--- config.mk ---
export PLATFORM = sky130hd
export DESIGN_NAME = aes_mix_columns_seq
export DESIGN_NICKNAME = d
export VERILOG_FILES = /design/src/rtl/aes_pkg.sv /design/src/rtl/aes_mix_column_word.sv /design/src/rtl/aes_mix_columns_seq.sv
export SDC_FILE = /design/constraint.sdc
export NUM_CORES = 1
export LEC_CHECK = 0
export ABC_AREA = 1
export CELL_PAD_IN_SITES_DETAIL_PLACEMENT = 2
export CELL_PAD_IN_SITES_GLOBAL_PLACEMENT = 2
export CORE_MARGIN = 4
export CORE_UTILIZATION = 31
export DETAILED_ROUTE_END_ITERATION = 16
export PLACE_DENSITY = 0.83
export SKIP_LAST_GASP = 1
export SYNTH_ARGS = -nofsm -noshare
export SYNTH_HDL_FRONTEND = slang
export SYNTH_HIERARCHICAL = 1
export SYNTH_SLANG_ARGS = --single-unit
--- constraint.sdc ---
create_clock -name clk -period 4.05 [get_ports clk]
set_input_delay 0.6075 -clock clk [delete_from_list [all_inputs] [get_ports clk]]
set_output_delay 0.6075 -clock clk [all_outputs]
set_load 0.05 [all_outputs]
--- src/rtl/aes_pkg.sv ---
// Shared AES datapath types and GF(2^8) helpers for the MixColumns stage.
package aes_pkg;

    localparam logic [7:0] AES_POLY = 8'h1b;

    typedef logic [127:0] aes_state_t;
    typedef logic [31:0]  aes_word_t;

    typedef enum logic [1:0] {IDLE, BUSY, DONE} mixcol_state_e;

    // Multiply by x in GF(2^8), reducing by the AES polynomial on overflow.
    function automatic logic [7:0] xtime(input logic [7:0] x);
        return {x[6:0], 1'b0} ^ (x[7] ? AES_POLY : 8'h00);
    endfunction

endpackage

--- src/rtl/aes_mix_column_word.sv ---
// Combinational single-column MixColumns mixer (32 bits in, 32 bits out).
// With AES_INV_MIXCOL_EN defined, an 'inv' input selects InvMixColumns.
module aes_mix_column_word
    import aes_pkg::*;
(
    input  logic [31:0] col_in,
`ifdef AES_INV_MIXCOL_EN
    input  logic        inv,
`endif
    output logic [31:0] col_out
);

    logic [7:0] a  [4];
    logic [7:0] x2 [4];
    logic [7:0] x3 [4];
    logic [31:0] fwd;

    // Split the column into bytes (a0 is the top byte) and form 2a, 3a.
    always_comb begin
        for (int i = 0; i < 4; i++) begin
            a[i]  = col_in[31-8*i -: 8];
            x2[i] = xtime(a[i]);
            x3[i] = x2[i] ^ a[i];
        end
    end

    assign fwd = {x2[0] ^ x3[1] ^ a[2]  ^ a[3],
                  a[0]  ^ x2[1] ^ x3[2] ^ a[3],
                  a[0]  ^ a[1]  ^ x2[2] ^ x3[3],
                  x3[0] ^ a[1]  ^ a[2]  ^ x2[3]};

`ifdef AES_INV_MIXCOL_EN
    logic [7:0] x4 [4];
    logic [7:0] x8 [4];
    logic [7:0] m9 [4];
    logic [7:0] mb [4];
    logic [7:0] md [4];
    logic [7:0] me [4];
    logic [31:0] rev;

    // Inverse coefficients 9/11/13/14 from chained doublings.
    always_comb begin
        for (int i = 0; i < 4; i++) begin
            x4[i] = xtime(x2[i]);
            x8[i] = xtime(x4[i]);
            m9[i] = x8[i] ^ a[i];
            mb[i] = x8[i] ^ x2[i] ^ a[i];
            md[i] = x8[i] ^ x4[i] ^ a[i];
            me[i] = x8[i] ^ x4[i] ^ x2[i];
        end
    end

    assign rev = {me[0] ^ mb[1] ^ md[2] ^ m9[3],
                  m9[0] ^ me[1] ^ mb[2] ^ md[3],
                  md[0] ^ m9[1] ^ me[2] ^ mb[3],
                  mb[0] ^ md[1] ^ m9[2] ^ me[3]};

    assign col_out = inv ? rev : fwd;
`else
    assign col_out = fwd;
`endif

endmodule

--- src/rtl/aes_mix_columns_seq.sv ---
// Column-serial AES MixColumns: one 32-bit column per clock, four clocks
// per state, valid/ready on both sides. Define AES_INV_MIXCOL_EN to add
// the in_inv port and the InvMixColumns path.
module aes_mix_columns_seq
    import aes_pkg::*;
(
    input  logic         clk,
    input  logic         rst_n,
    input  logic         in_valid,
    output logic         in_ready,
    input  logic [127:0] in_state,
`ifdef AES_INV_MIXCOL_EN
    input  logic         in_inv,
`endif
    output logic         out_valid,
    input  logic         out_ready,
    output logic [127:0] out_state
);

    mixcol_state_e st_q;
    logic [1:0]    col_cnt;
    aes_state_t    work_q;
    aes_state_t    res_q;
    aes_word_t     mix_in;
    aes_word_t     mix_out;
    logic          inv_q;

    // Column mux: pick the column currently being mixed.
    always_comb begin
        mix_in = work_q[127:96];
        case (col_cnt)
            2'd0: mix_in = work_q[127:96];
            2'd1: mix_in = work_q[95:64];
            2'd2: mix_in = work_q[63:32];
            2'd3: mix_in = work_q[31:0];
            default: mix_in = work_q[127:96];
        endcase
    end

    // One mixer shared by all four columns.
    aes_mix_column_word u_mix (
        .col_in  (mix_in),
`ifdef AES_INV_MIXCOL_EN
        .inv     (inv_q),
`endif
        .col_out (mix_out)
    );

    // Control FSM with registered handshake outputs, work/result registers.
    always_ff @(posedge clk or negedge rst_n) begin
        if (!rst_n) begin
            st_q      <= IDLE;
            col_cnt   <= 2'd0;
            work_q    <= '0;
            res_q     <= '0;
            inv_q     <= 1'b0;
            in_ready  <= 1'b1;
            out_valid <= 1'b0;
        end else begin
            case (st_q)
                IDLE: begin
                    if (in_valid) begin
                        work_q   <= in_state;
`ifdef AES_INV_MIXCOL_EN
                        inv_q    <= in_inv;
`endif
                        col_cnt  <= 2'd0;
                        in_ready <= 1'b0;
                        st_q     <= BUSY;
                    end
                end
                BUSY: begin
                    case (col_cnt)
                        2'd0: res_q[127:96] <= mix_out;
                        2'd1: res_q[95:64]  <= mix_out;
                        2'd2: res_q[63:32]  <= mix_out;
                        default: res_q[31:0] <= mix_out;
                    endcase
                    col_cnt <= col_cnt + 2'd1;
                    if (col_cnt == 2'd3) begin
                        out_valid <= 1'b1;
                        st_q      <= DONE;
                    end
                end
                DONE: begin
                    if (out_ready) begin
                        out_valid <= 1'b0;
                        in_ready  <= 1'b1;
                        st_q      <= IDLE;
                    end
                end
                default: begin
                    st_q      <= IDLE;
                    in_ready  <= 1'b1;
                    out_valid <= 1'b0;
                end
            endcase
        end
    end

    assign out_state = res_q;

endmodule

==> results.txt <==
outcome: finished, final reports clean
# diodes: 0
R2R cell count: 17
Post-Syn Area: 0.0129 mm2
post-synth cell types: 27
CTS tree: built
ys flop type: dfrtp_1
row cnt: 74
setup violators final: 0
Synth Net Count: 1942
Max Used Layer: met4
startpoint class of the critical path: flip-flop
Routed WL per cell: 19.6 um
core box area: 0.0409 mm2
met3 wire len: 2150 um
#FFs+latches synth: 262
DP HPWL: 36800 um
area leader, netlist: dfrtp_1
Fin. Hold Viols: 0
leading cell type in the layout, fill and taps excluded: nand2_1
Nets: 2170
top-area cell type share of the netlist area: 50.7%
maximum number of pins on one net before global-route repair: 102
non-filler instance count after layout: 2587
Syn. warnings: 6
setup ws final: 0.890 ns
post-synthesis cell count: 1805
number of global-route vias before repair: 14000
Maximum Capacitance Violations: 0
layout cell share with drive strength beyond 1: 4.72%
# IOs: 262
Resize count post-CTS: 0
via count: 12400
WL final: 50600 um
fin crit share: 78.0%
Num CTS Buffers: 30
critical-path cell list: inv_1 -> ha_1 -> buf_4 -> nand2_1 -> nand3_1 -> nand2_1 -> nand2_1 -> inv_4 -> nand2_1 -> nand2_1 -> nand2_1 -> nand2_1 -> nand2_1 -> inv_1 -> nor2_1 -> nand2_1 -> nand2_1
# hold bufs at CTS: 0
RSZ-0062 raised after global routing: false
met2 routed WL: 25500 um
Post-CTS Setup Repair Bufs: 0
most frequent cells in the layout: nand2_1, dfrtp_1, clkdlybuf4s50_1
GRT Resource Usage Total: 22.4%
slew margin rel.: 24.7%
sequential area share after synthesis: 50.9%
Final Slew Violations: 0
placed cells: 2533
Die X: 212 um
CP Class: flip-flop to flip-flop
arrival time worst endpoint: 3.66 ns
asr flop ratio synth: 100%
DRT iter0 DRCs: 518
chip height: 212 um
Clock Path Buffers: 3
Final Util: 41.4%
root buffer cell: clkbuf_16
TritonRoute pass-1 iters: 4
PortBufs: 261
mean post-synth cell area: 7.13 um2
Area Growth Syn to Fin: 31.5%
global-route wire length before repair: 79600 um
cell mode on critical path: nand2_1
DRC: 0
Peak Freq: 316 MHz
CTS HTree Levels: 1
element type at the critical path end: flip-flop
final setup TNS: 0 ns
flop-to-flop setup slack: 0.89 ns
crit-path max FO: 32
pre-CTS WS: 0.902 ns
CTS clk-pin slew, worst paths: 0.06 ns
WP data required: 4.55 ns
final clock skew: 0.0111 ns
RR Startpoint: col_cnt[1]$_DFFE_PN0P_
Critical path origin: col_cnt[1]$_DFFE_PN0P_
worst min path class: input pin to async pin
Skew-Pair Late Insertion Delay: 0.57 ns
reg2reg end: out_state[113]$_DFFE_PN0P_
antenna violations before repair: 0
Synth area leaders: dfrtp_1, nand2_1, nand3_1
clock sinks: 262
wire length on met1: 22200 um
total gr overflow: 0
Routed Antenna Nets: 0
Vias per Instance: 4.79
Largest stage delay, worst path: 0.48 ns
CP max-delay cell: nand2_1
measured slew at the worst slew-check pin: 1.13 ns
Post-synth EDFFs: 0
die area: 0.0448 mm2
Initial Util: 31.5%
GP Congestion: 0.852
min cycle time layout: 3.16 ns
[critical path: cells and delay by family (launching register included)]
family,cells,cell delay [ns]
flip-flops,1,0.41
adder cells (fa/ha/maj),1,0.22
AND/OR/NAND/NOR,12,1.75
buffers and inverters,4,0.68
[synthesized netlist by cell type, types with 2 or more instances]
master / number
nand2_1: 1258
dfrtp_1: 261
nand3_1: 63
buf_2: 47
inv_1: 47
clkbuf_1: 29
xor2_1: 27
nor2_1: 12
inv_2: 10
xnor2_1: 10
ha_1: 5
buf_4: 4
buf_6: 4
nand2_2: 4
o21ai_0: 4
inv_4: 3
nand3b_1: 3
buf_1: 2
nand4_1: 2
nor2_2: 2
xnor2_2: 2
[per-stage QoR]
stage | hold slack, ns | cell area (um2)
global route | 0.131 | 16900
CTS | 0.131 | 16900
finish | 0.0872 | 16900
floorplan | 0.312 | 12900
global placement | 0.456 | 16000
detailed placement | 0.460 | 16000
[sequential cells by signal, indices dropped and copies added, names as in the netlist]
name	cells
out_state	128
work_q	128
col_cnt	2
st_q	2
in_ready	1
out_valid	1
[logic make-up (layout without fill, tap and decap cells)]
logic type                 Yosys count  in the layout  synth area share, %
AOI/OAI and AO/OA                    5              5                0.194
xor gates and xnor gates            41             41                 3.11
adders and majority gates            5              5                0.486
buffers and inverters              147            397                 5.16
DFF                                262            262                 50.9
and+or+nand+nor                   1345           1345                 40.1
[worst max path at each step]
stage	slack, ns	endpoint
final	0.89	out_state[113]$_DFFE_PN0P_
after global routing	0.57	out_state[81]$_DFFE_PN0P_
after CTS	0.87	out_state[113]$_DFFE_PN0P_
after detailed placement	0.90	out_state[27]$_DFFE_PN0P_
after global placement	1.08	out_state[17]$_DFFE_PN0P_
after floorplan	1.80	out_state[23]$_DFFE_PN0P_
[per-layer routing]
layer	vias up	global-route usage (%)
met5	-	0
met4	0	4.29
met3	51	2.61
met2	261	40.5
met1	6235	29.0
li1	5855	-
[area by class of cell]
| type | count | area [um2] |
|---|---|---|
| Clock buffer | 46 | 892 |
| Clock inverter | 8 | 67.6 |
| Fill cell | 4757 | 24000 |
| Inverter | 60 | 233 |
| Multi-Input combinational cell | 1396 | 5680 |
| Sequential cell | 262 | 6560 |
| Tap cell | 532 | 666 |
| Timing Repair Buffer | 283 | 2830 |
Power is not shown: default switching activity piles up to over one toggle a cycle in this logic, so the estimate is an artifact.
